File: src/rtl/ysyx_23060020_lsu.sv
// Load/store unit: one request in flight, word-aligned memory cycles,
// read-modify-write for byte/half stores, extended load data back to WBU.
module ysyx_23060020_lsu #(
    parameter int unsigned XLEN = 32
) (
    input  logic            clk,
    input  logic            rst_n,
    input  logic            in_valid,
    output logic            in_ready,
    input  logic [XLEN-1:0] in_addr,
    input  logic [XLEN-1:0] in_wdata,
    input  logic            in_wen,
    input  logic [1:0]      in_size,
    input  logic            in_unsigned,
    output logic            out_valid,
    input  logic            out_ready,
    output logic [XLEN-1:0] out_rdata,
    output logic            out_err,
    output logic            mem_valid,
    output logic            mem_wen,
    output logic [XLEN-1:0] mem_addr,
    output logic [XLEN-1:0] mem_wdata,
    input  logic [XLEN-1:0] mem_rdata
);

    typedef enum logic [1:0] {StIdle, StRd, StWr, StResp} state_e;

    state_e          state_q, state_d;
    logic [XLEN-1:0] addr_q;
    logic [XLEN-1:0] wdata_q;
    logic            wen_q;
    logic [1:0]      size_q;
    logic            uns_q;
    logic            err_q;
    logic [XLEN-1:0] rword_q;

    logic            accept;
    logic            req_err;
    logic [XLEN-1:0] merged;
    logic [XLEN-1:0] shifted;
    logic [XLEN-1:0] ld_data;

    assign accept = (state_q == StIdle) && in_valid;

    // Alignment / size legality of the incoming request
    always_comb begin
        req_err = 1'b0;
        unique case (in_size)
            2'b00:   req_err = 1'b0;
            2'b01:   req_err = in_addr[0];
            2'b10:   req_err = (in_addr[1:0] != 2'b00);
            default: req_err = 1'b1;
        endcase
    end

    // State register and request/read-word capture
    always_ff @(posedge clk or negedge rst_n) begin
        if (!rst_n) begin
            state_q <= StIdle;
            addr_q  <= '0;
            wdata_q <= '0;
            wen_q   <= 1'b0;
            size_q  <= 2'b00;
            uns_q   <= 1'b0;
            err_q   <= 1'b0;
            rword_q <= '0;
        end else begin
            state_q <= state_d;
            if (accept) begin
                addr_q  <= in_addr;
                wdata_q <= in_wdata;
                wen_q   <= in_wen;
                size_q  <= in_size;
                uns_q   <= in_unsigned;
                err_q   <= req_err;
            end
            if (state_q == StRd) begin
                rword_q <= mem_rdata;
            end
        end
    end

    // Next-state decode
    always_comb begin
        state_d = state_q;
        unique case (state_q)
            StIdle: begin
                if (in_valid) begin
                    if (req_err)                         state_d = StResp;
                    else if (in_wen && in_size == 2'b10) state_d = StWr;
                    else                                 state_d = StRd;
                end
            end
            StRd:    state_d = wen_q ? StWr : StResp;
            StWr:    state_d = StResp;
            StResp:  if (out_ready) state_d = StIdle;
            default: state_d = StIdle;
        endcase
    end

    // Store word: replace only the addressed lane(s) of the word read back
    always_comb begin
        merged = rword_q;
        unique case (size_q)
            2'b00: begin
                for (int i = 0; i < 4; i++) begin
                    if (addr_q[1:0] == 2'(i)) merged[8*i +: 8] = wdata_q[7:0];
                end
            end
            2'b01: begin
                if (addr_q[1]) merged[31:16] = wdata_q[15:0];
                else           merged[15:0]  = wdata_q[15:0];
            end
            default: merged = wdata_q;
        endcase
    end

    // Load lane extraction and sign/zero extension
    always_comb begin
        shifted = rword_q >> {addr_q[1:0], 3'b000};
        ld_data = shifted;
        unique case (size_q)
            2'b00:   ld_data = {{24{~uns_q & shifted[7]}}, shifted[7:0]};
            2'b01:   ld_data = {{16{~uns_q & shifted[15]}}, shifted[15:0]};
            default: ld_data = shifted;
        endcase
    end

    // Outputs are decoded from state; memory bus is all-zero when idle
    always_comb begin
        in_ready  = (state_q == StIdle);
        out_valid = (state_q == StResp);
        out_err   = out_valid && err_q;
        out_rdata = (out_valid && !err_q && !wen_q) ? ld_data : '0;
        mem_valid = (state_q == StRd) || (state_q == StWr);
        mem_wen   = (state_q == StWr);
        mem_addr  = mem_valid ? {addr_q[XLEN-1:2], 2'b00} : '0;
        mem_wdata = mem_wen ? merged : '0;
    end

endmodule

File: config.mk
export PLATFORM = sky130hd
export DESIGN_NAME = ysyx_23060020_lsu
export DESIGN_NICKNAME = d
export VERILOG_FILES = /design/src/rtl/ysyx_23060020_lsu.sv
export SDC_FILE = /design/constraint.sdc
export NUM_CORES = 1
export LEC_CHECK = 0
export ABC_AREA = 1
export CORE_MARGIN = 4
export CORE_UTILIZATION = 30
export CTS_CLUSTER_DIAMETER = 150
export DETAILED_ROUTE_END_ITERATION = 10
export SETUP_SLACK_MARGIN = 0.3
export SKIP_LAST_GASP = 1
export SLEW_MARGIN = 10
export SYNTH_ARGS = -nofsm -noshare
export SYNTH_HDL_FRONTEND = slang
export SYNTH_SLANG_ARGS = --single-unit
export TNS_END_PERCENT = 20
File: constraint.sdc
create_clock -name clk -period 1.7 [get_ports clk]
set_input_delay 0.17 -clock clk [delete_from_list [all_inputs] [get_ports clk]]
set_output_delay 0.17 -clock clk [all_outputs]
set_load 0.01 [all_outputs]
# ---- Yosys cells after proc, flatten, opt, wreduce, memory -nomap -nowiden
# Index checks and enable logic that the tools add are counted.
# Widths: inputs -> output; s select.
dict set report op_classes {
  bitwise 3
  n_reduce_logical 14
  shift 1
  mux 18
  n_eq_ne 11
}
# operator count
set ops {}
lappend ops {{$pmux 32 s2} 2}
lappend ops {{$mux 32} 3}
lappend ops {{$mux 16} 2}
lappend ops {{$mux 8} 4}
lappend ops {{$shr 32x5->32} 1}
lappend ops {{$eq 2x2->1 const B} 5}
lappend ops {{$eq 2x1->1 const B} 4}
lappend ops {{$logic_not 2->1} 4}
lappend ops {{$mux 2} 4}
lappend ops {{$pmux 2 s4} 1}
lappend ops {{$logic_and 1x1->1} 5}
lappend ops {{$pmux 1 s3} 1}
lappend ops {{$and 1x1->1} 2}
lappend ops {{$logic_not 1->1} 2}
lappend ops {{$ne 2x1->1 const B} 1}
lappend ops {{$ne 2x2->1 const B} 1}
lappend ops {{$reduce_and 2->1} 1}
lappend ops {{$reduce_bool 2->1} 1}
lappend ops {{$logic_or 1x1->1} 1}
lappend ops {{$mux 1} 1}
lappend ops {{$not 1->1} 1}
dict set report word_totals {
  output_inout_bits 101
  in_bits 104
  word_cells 55
  regBits 103
}

# ---- Depth between registers and ports, before layout
dict set report logic_depth {
  ltp_word 6
  mapped_depth 10
  ltp_nobuf 9
}

# ---- Worst setup path before layout
# OpenSTA, ideal clock, no wires.
dict set report synth_path {
  kind {reg2out}
  from {reg state_q[0]}
  to {out mem_wdata[6]}
  path_stages_with_launch 7
  required_time_ns 1.530
  setup_slack_ns 0.041
  arrival_ns 1.489
  path_cell_list {dfrtp_1 inv_1 ha_1 clkbuf_1 clkbuf_1 o21ai_1 nor2_1}
}
dict set report synth_via {
  elab_chain_cells 2
}
# item line
set synth_rtl {}
lappend synth_rtl {{start, declared} 28} ;# state_e state_q, state_d;
lappend synth_rtl {{start signal, assigned} 59} ;# state_q <= StIdle;
lappend synth_rtl {{start signal, assigned} 68} ;# state_q <= state_d;
lappend synth_rtl {{$eq 2x2->1} 136} ;# mem_wen = (state_q == StWr);
lappend synth_rtl {{net mem_wen} 20} ;# output logic mem_wen,
lappend synth_rtl {{$mux 32} 138} ;# mem_wdata = mem_wen ? merged : '0;
lappend synth_rtl {{end, declared} 22} ;# output logic [XLEN-1:0] mem_wdata,
# The timed path passes the listed nets, and every way through them passes these cells.

# ---- Worst setup path after layout
dict set report layout_path {
  from {reg addr_q[1]}
  to {out out_rdata[23]}
}
dict set report layout_via {
  elab_chain_cells 4
  word_cells_on_any_way 5
}
# item line
set layout_rtl {}
lappend layout_rtl {{start, declared} 29} ;# logic [XLEN-1:0] addr_q;
lappend layout_rtl {{start signal, assigned} 70} ;# addr_q <= in_addr;
lappend layout_rtl {{$shr 32x5->32 *} 120} ;# shifted = rword_q >> {addr_q[1:0], 3'b000};
lappend layout_rtl {{$and 1x1->1, on equally long branches} {124, 123}}
lappend layout_rtl {{$pmux 32 s2 *} 122} ;# unique case (size_q)
lappend layout_rtl {{$mux 32 *} 134} ;# out_rdata = (out_valid && !err_q && !wen_q) ? ld_data : '0;
lappend layout_rtl {{end, declared} 17} ;# output logic [XLEN-1:0] out_rdata,
# Every way passes the cells marked *; elsewhere a longest branch is shown, timed or not.

==> flow_metrics.env <==
export IMPL_routabilityCongestion=0.900
export IMPL_peakVddDrop_uv=1100
export IMPL_grt_use_total_pct=20.6
export IMPL_r2r_end="wdata_q[28]"
export IMPL_p_total_mw=22.1
export IMPL_design_area_mm2=0.0105
export IMPL_fmax_ghz=0.472
export IMPL_reg2reg_slack_ns=0.19
export IMPL_num_vias=6847
export IMPL_cts_root_buf="clkbuf_16"
export IMPL_antenna_found_initial=4
export IMPL_yosys_area_top_type_share_pct=41.0
export IMPL_grt_ovfl_total=0
export IMPL_yosys_top_cells_area="dfrtp_1 (41%), nand2_1 (14%), mux2_2 (10%)"
export IMPL_final_nets=1251
export IMPL_setup_viol=99
export IMPL_worst_r2r_path_depth=5
export IMPL_p_leak_nw=5.37
export IMPL_final_hold_violation_count=0
export IMPL_wl_per_cell_um=17.7
export IMPL_pwr_density_cell_mw_per_mm2=2100
export IMPL_hold_ws_ns=0.237
export IMPL_path_class="flip-flop to primary output"
export IMPL_dr_pass1_iters=5
export IMPL_avgSynthCellArea_um2=7.68
export IMPL_switching_share_pct=44.5
export IMPL_r2r_start="state_q[0]"
export IMPL_syn_area_mm2=0.00628
export IMPL_synthTopCellsByCount="nand2_1 (227), inv_1 (111), dfrtp_1 (103)"
export IMPL_hp_class="input port to async pin"
export IMPL_synth_seq_cells=103
export IMPL_start_kind="flip-flop"
export IMPL_combPwrFrac_pct=68.9
export IMPL_ys_warn_count=0
export IMPL_die_x_um=153
export IMPL_place_inst=1337
export IMPL_power_switching_mw=9.83
export IMPL_pre_cts_ws_ns=-0.399
export IMPL_p_clk_share_pct=10.0
export IMPL_final_setup_tns_ns=-26.26
export IMPL_core_mm2=0.0204
export IMPL_routed_wl_met2_um=11500
export IMPL_ys_seq_area_share_pct=41.0
export IMPL_end_kind="primary output"
export IMPL_io_pins=205
export IMPL_status="finished, violations left"
export IMPL_fin_skew_ns=0.0104
export IMPL_synth_edff_count=0
export IMPL_ys_async_sr_fraction_pct=100
export IMPL_dp_hpwl_um=17800
export IMPL_rsz0062_at_grt="true"
export IMPL_utilization_pct=51.4
export IMPL_grt_pass1_vias=6873
export IMPL_die_h_um=153
export IMPL_slew_violations=0
export IMPL_maxCapViolCount=0
export IMPL_clkSinkCount=103
export IMPL_synthFlopType="dfrtp_1"
export IMPL_critPathArrivalTime_ns=1.95
export IMPL_drt_total_wl_um=25100
export IMPL_path_clk_slew_ns=0.07
export IMPL_cp_max_fo=6
export IMPL_crit_required_ns=1.53
export IMPL_area_growth_syn_to_layout_pct=67.2
export IMPL_violations="negative setup slack"
export IMPL_rows=52
export IMPL_met1_length_um=9870
export IMPL_synth_cells=818
export IMPL_period_share_pct=125
export IMPL_grt_pass1_wl_um=38100
export IMPL_initial_core_util_pct=30.8
export IMPL_final_antenna_net_count=0
export IMPL_yosysMostFrequentCell="nand2_1"
export IMPL_cts_buffer_depth=2
export IMPL_yosysTopAreaCell="dfrtp_1"
export IMPL_crit_start="addr_q[1]"
export IMPL_drcViolationCount=0
export IMPL_tritoncts="yes"
export IMPL_top_layer="met5"
export IMPL_fin_ws_ns=-0.420
export IMPL_drive_gt1_share_pct=33.8
export IMPL_routed_wl_met3_um=2500
export IMPL_internal_power_mw=12.3
export IMPL_placed_area_mm2=0.00926
export IMPL_io_buffer_count=202
export IMPL_antenna_cells=0
export IMPL_clk_latency_ns=0.37
export IMPL_min_period_ns=2.12
export IMPL_cts_htree_levels=3
export IMPL_endpoint="out_rdata[23]"
export IMPL_grt_start_max_net_pins=58
export IMPL_numCtsBuffers=9
export IMPL_drtIter0Drc=395
export IMPL_drt_vias_per_instance=4.83
export IMPL_instances_no_fill=1417
export IMPL_seqPwrFrac_pct=21.2
export IMPL_ys_types=34
export IMPL_die_area_mm2=0.0233
registers in the layout, indices dropped and copies added, names as in the netlist:
signal	count
rword_q	32
wdata_q	32
uns_q	1
err_q	1
wen_q	1
addr_q	32
size_q	2
state_q	2
critical path, stage by stage (launching register included):
cell and delay [ns]:
dfrtp_1 0.42, buf_12 0.17, buf_6 0.12, nand3_2 0.07, nand3_2 0.11, nand2_4 0.12
nand3_4 0.12, buf_4 0.16, nand2_1 0.06, inv_1 0.04, clkdlybuf4s15_2 0.21
power by group through the flow:
stage | clock network, mW | registers [mW] | logic (mW)
2_1_floorplan | 0 | 4.28 | 6.75
3_3_place_gp | 0 | 4.60 | 12.5
3_5_place_dp | 0 | 4.63 | 12.5
4_1_cts | 2.28 | 4.65 | 14.1
5_1_grt | 2.38 | 4.85 | 16.3
6_report | 2.20 | 4.68 | 15.2
cell type report:
class	count	area, um2
Clock inverter	6	77.6
Sequential cell	103	2580
Clock buffer	10	229
Multi-Input combinational cell	553	3410
Fill cell	1953	9930
Timing Repair Buffer	359	3410
Tap cell	270	338
Inverter	116	459
routing by layer:
| metal | GRT usage (%) | vias up |
|---|---|---|
| met3 | 8.35 | 67 |
| li1 | - | 3284 |
| met1 | 24.3 | 3173 |
| met2 | 33.6 | 315 |
| met4 | 7.93 | 8 |
| met5 | 0 | - |
logic make-up after synthesis:
| logic type | count (synthesis) | synth area share [%] |
|---|---|---|
| AOI/OAI and AO/OA | 152 | 13.5 |
| adders and majority gates | 5 | 0.996 |
| buffers and inverters | 165 | 11.6 |
| DFF | 103 | 41.0 |
| muxes | 56 | 10.0 |
| other | 1 | 0.0597 |
| and+or+nand+nor | 336 | 22.8 |
worst min-delay path by stage:
stage | slack, ns | end | from | cells after the start
final | 0.24 | addr_q[23] | rst_n | 2
after global routing | 0.27 | addr_q[21] | rst_n | 2
after CTS | 0.23 | addr_q[21] | rst_n | 2
after detailed placement | 0.09 | addr_q[21] | rst_n | 1
after global placement | 0.08 | addr_q[21] | rst_n | 1
after floorplan | -0.13 | addr_q[0] | rst_n | 0
layout by cell type (no fill, tap or decap), types with 17 or more instances in the layout:
| cell type | Yosys | routed |
|---|---|---|
| buf_4 | 7 | 108 |
| dfrtp_1 | 103 | 101 |
| buf_6 | 8 | 30 |
| o21ai_0 | 53 | 45 |
| o211ai_1 | 23 | 23 |
| inv_1 | 111 | 105 |
| dlygate4sd2_1 | 0 | 31 |
| a21oi_1 | 49 | 32 |
| nand3_1 | 43 | 35 |
| clkdlybuf4s50_1 | 0 | 106 |
| a21oi_2 | 0 | 17 |
| mux2_2 | 56 | 56 |
| nand2_2 | 9 | 19 |
| o21ai_1 | 12 | 18 |
| nand2_1 | 227 | 208 |
| nor2_1 | 38 | 35 |
| buf_2 | 12 | 45 |
timing repair:
action | CTS | global route
setup endpoints to repair | 157 | 190
hold buffers | 1 | 0
buffers inserted | 32 | 18
gates cloned | 9 | 4
gates resized for setup | 352 | 74
pin swaps | 40 | 28
endpoints found under the hold margin | 44 | 0
(Power assumes the default switching activity.)
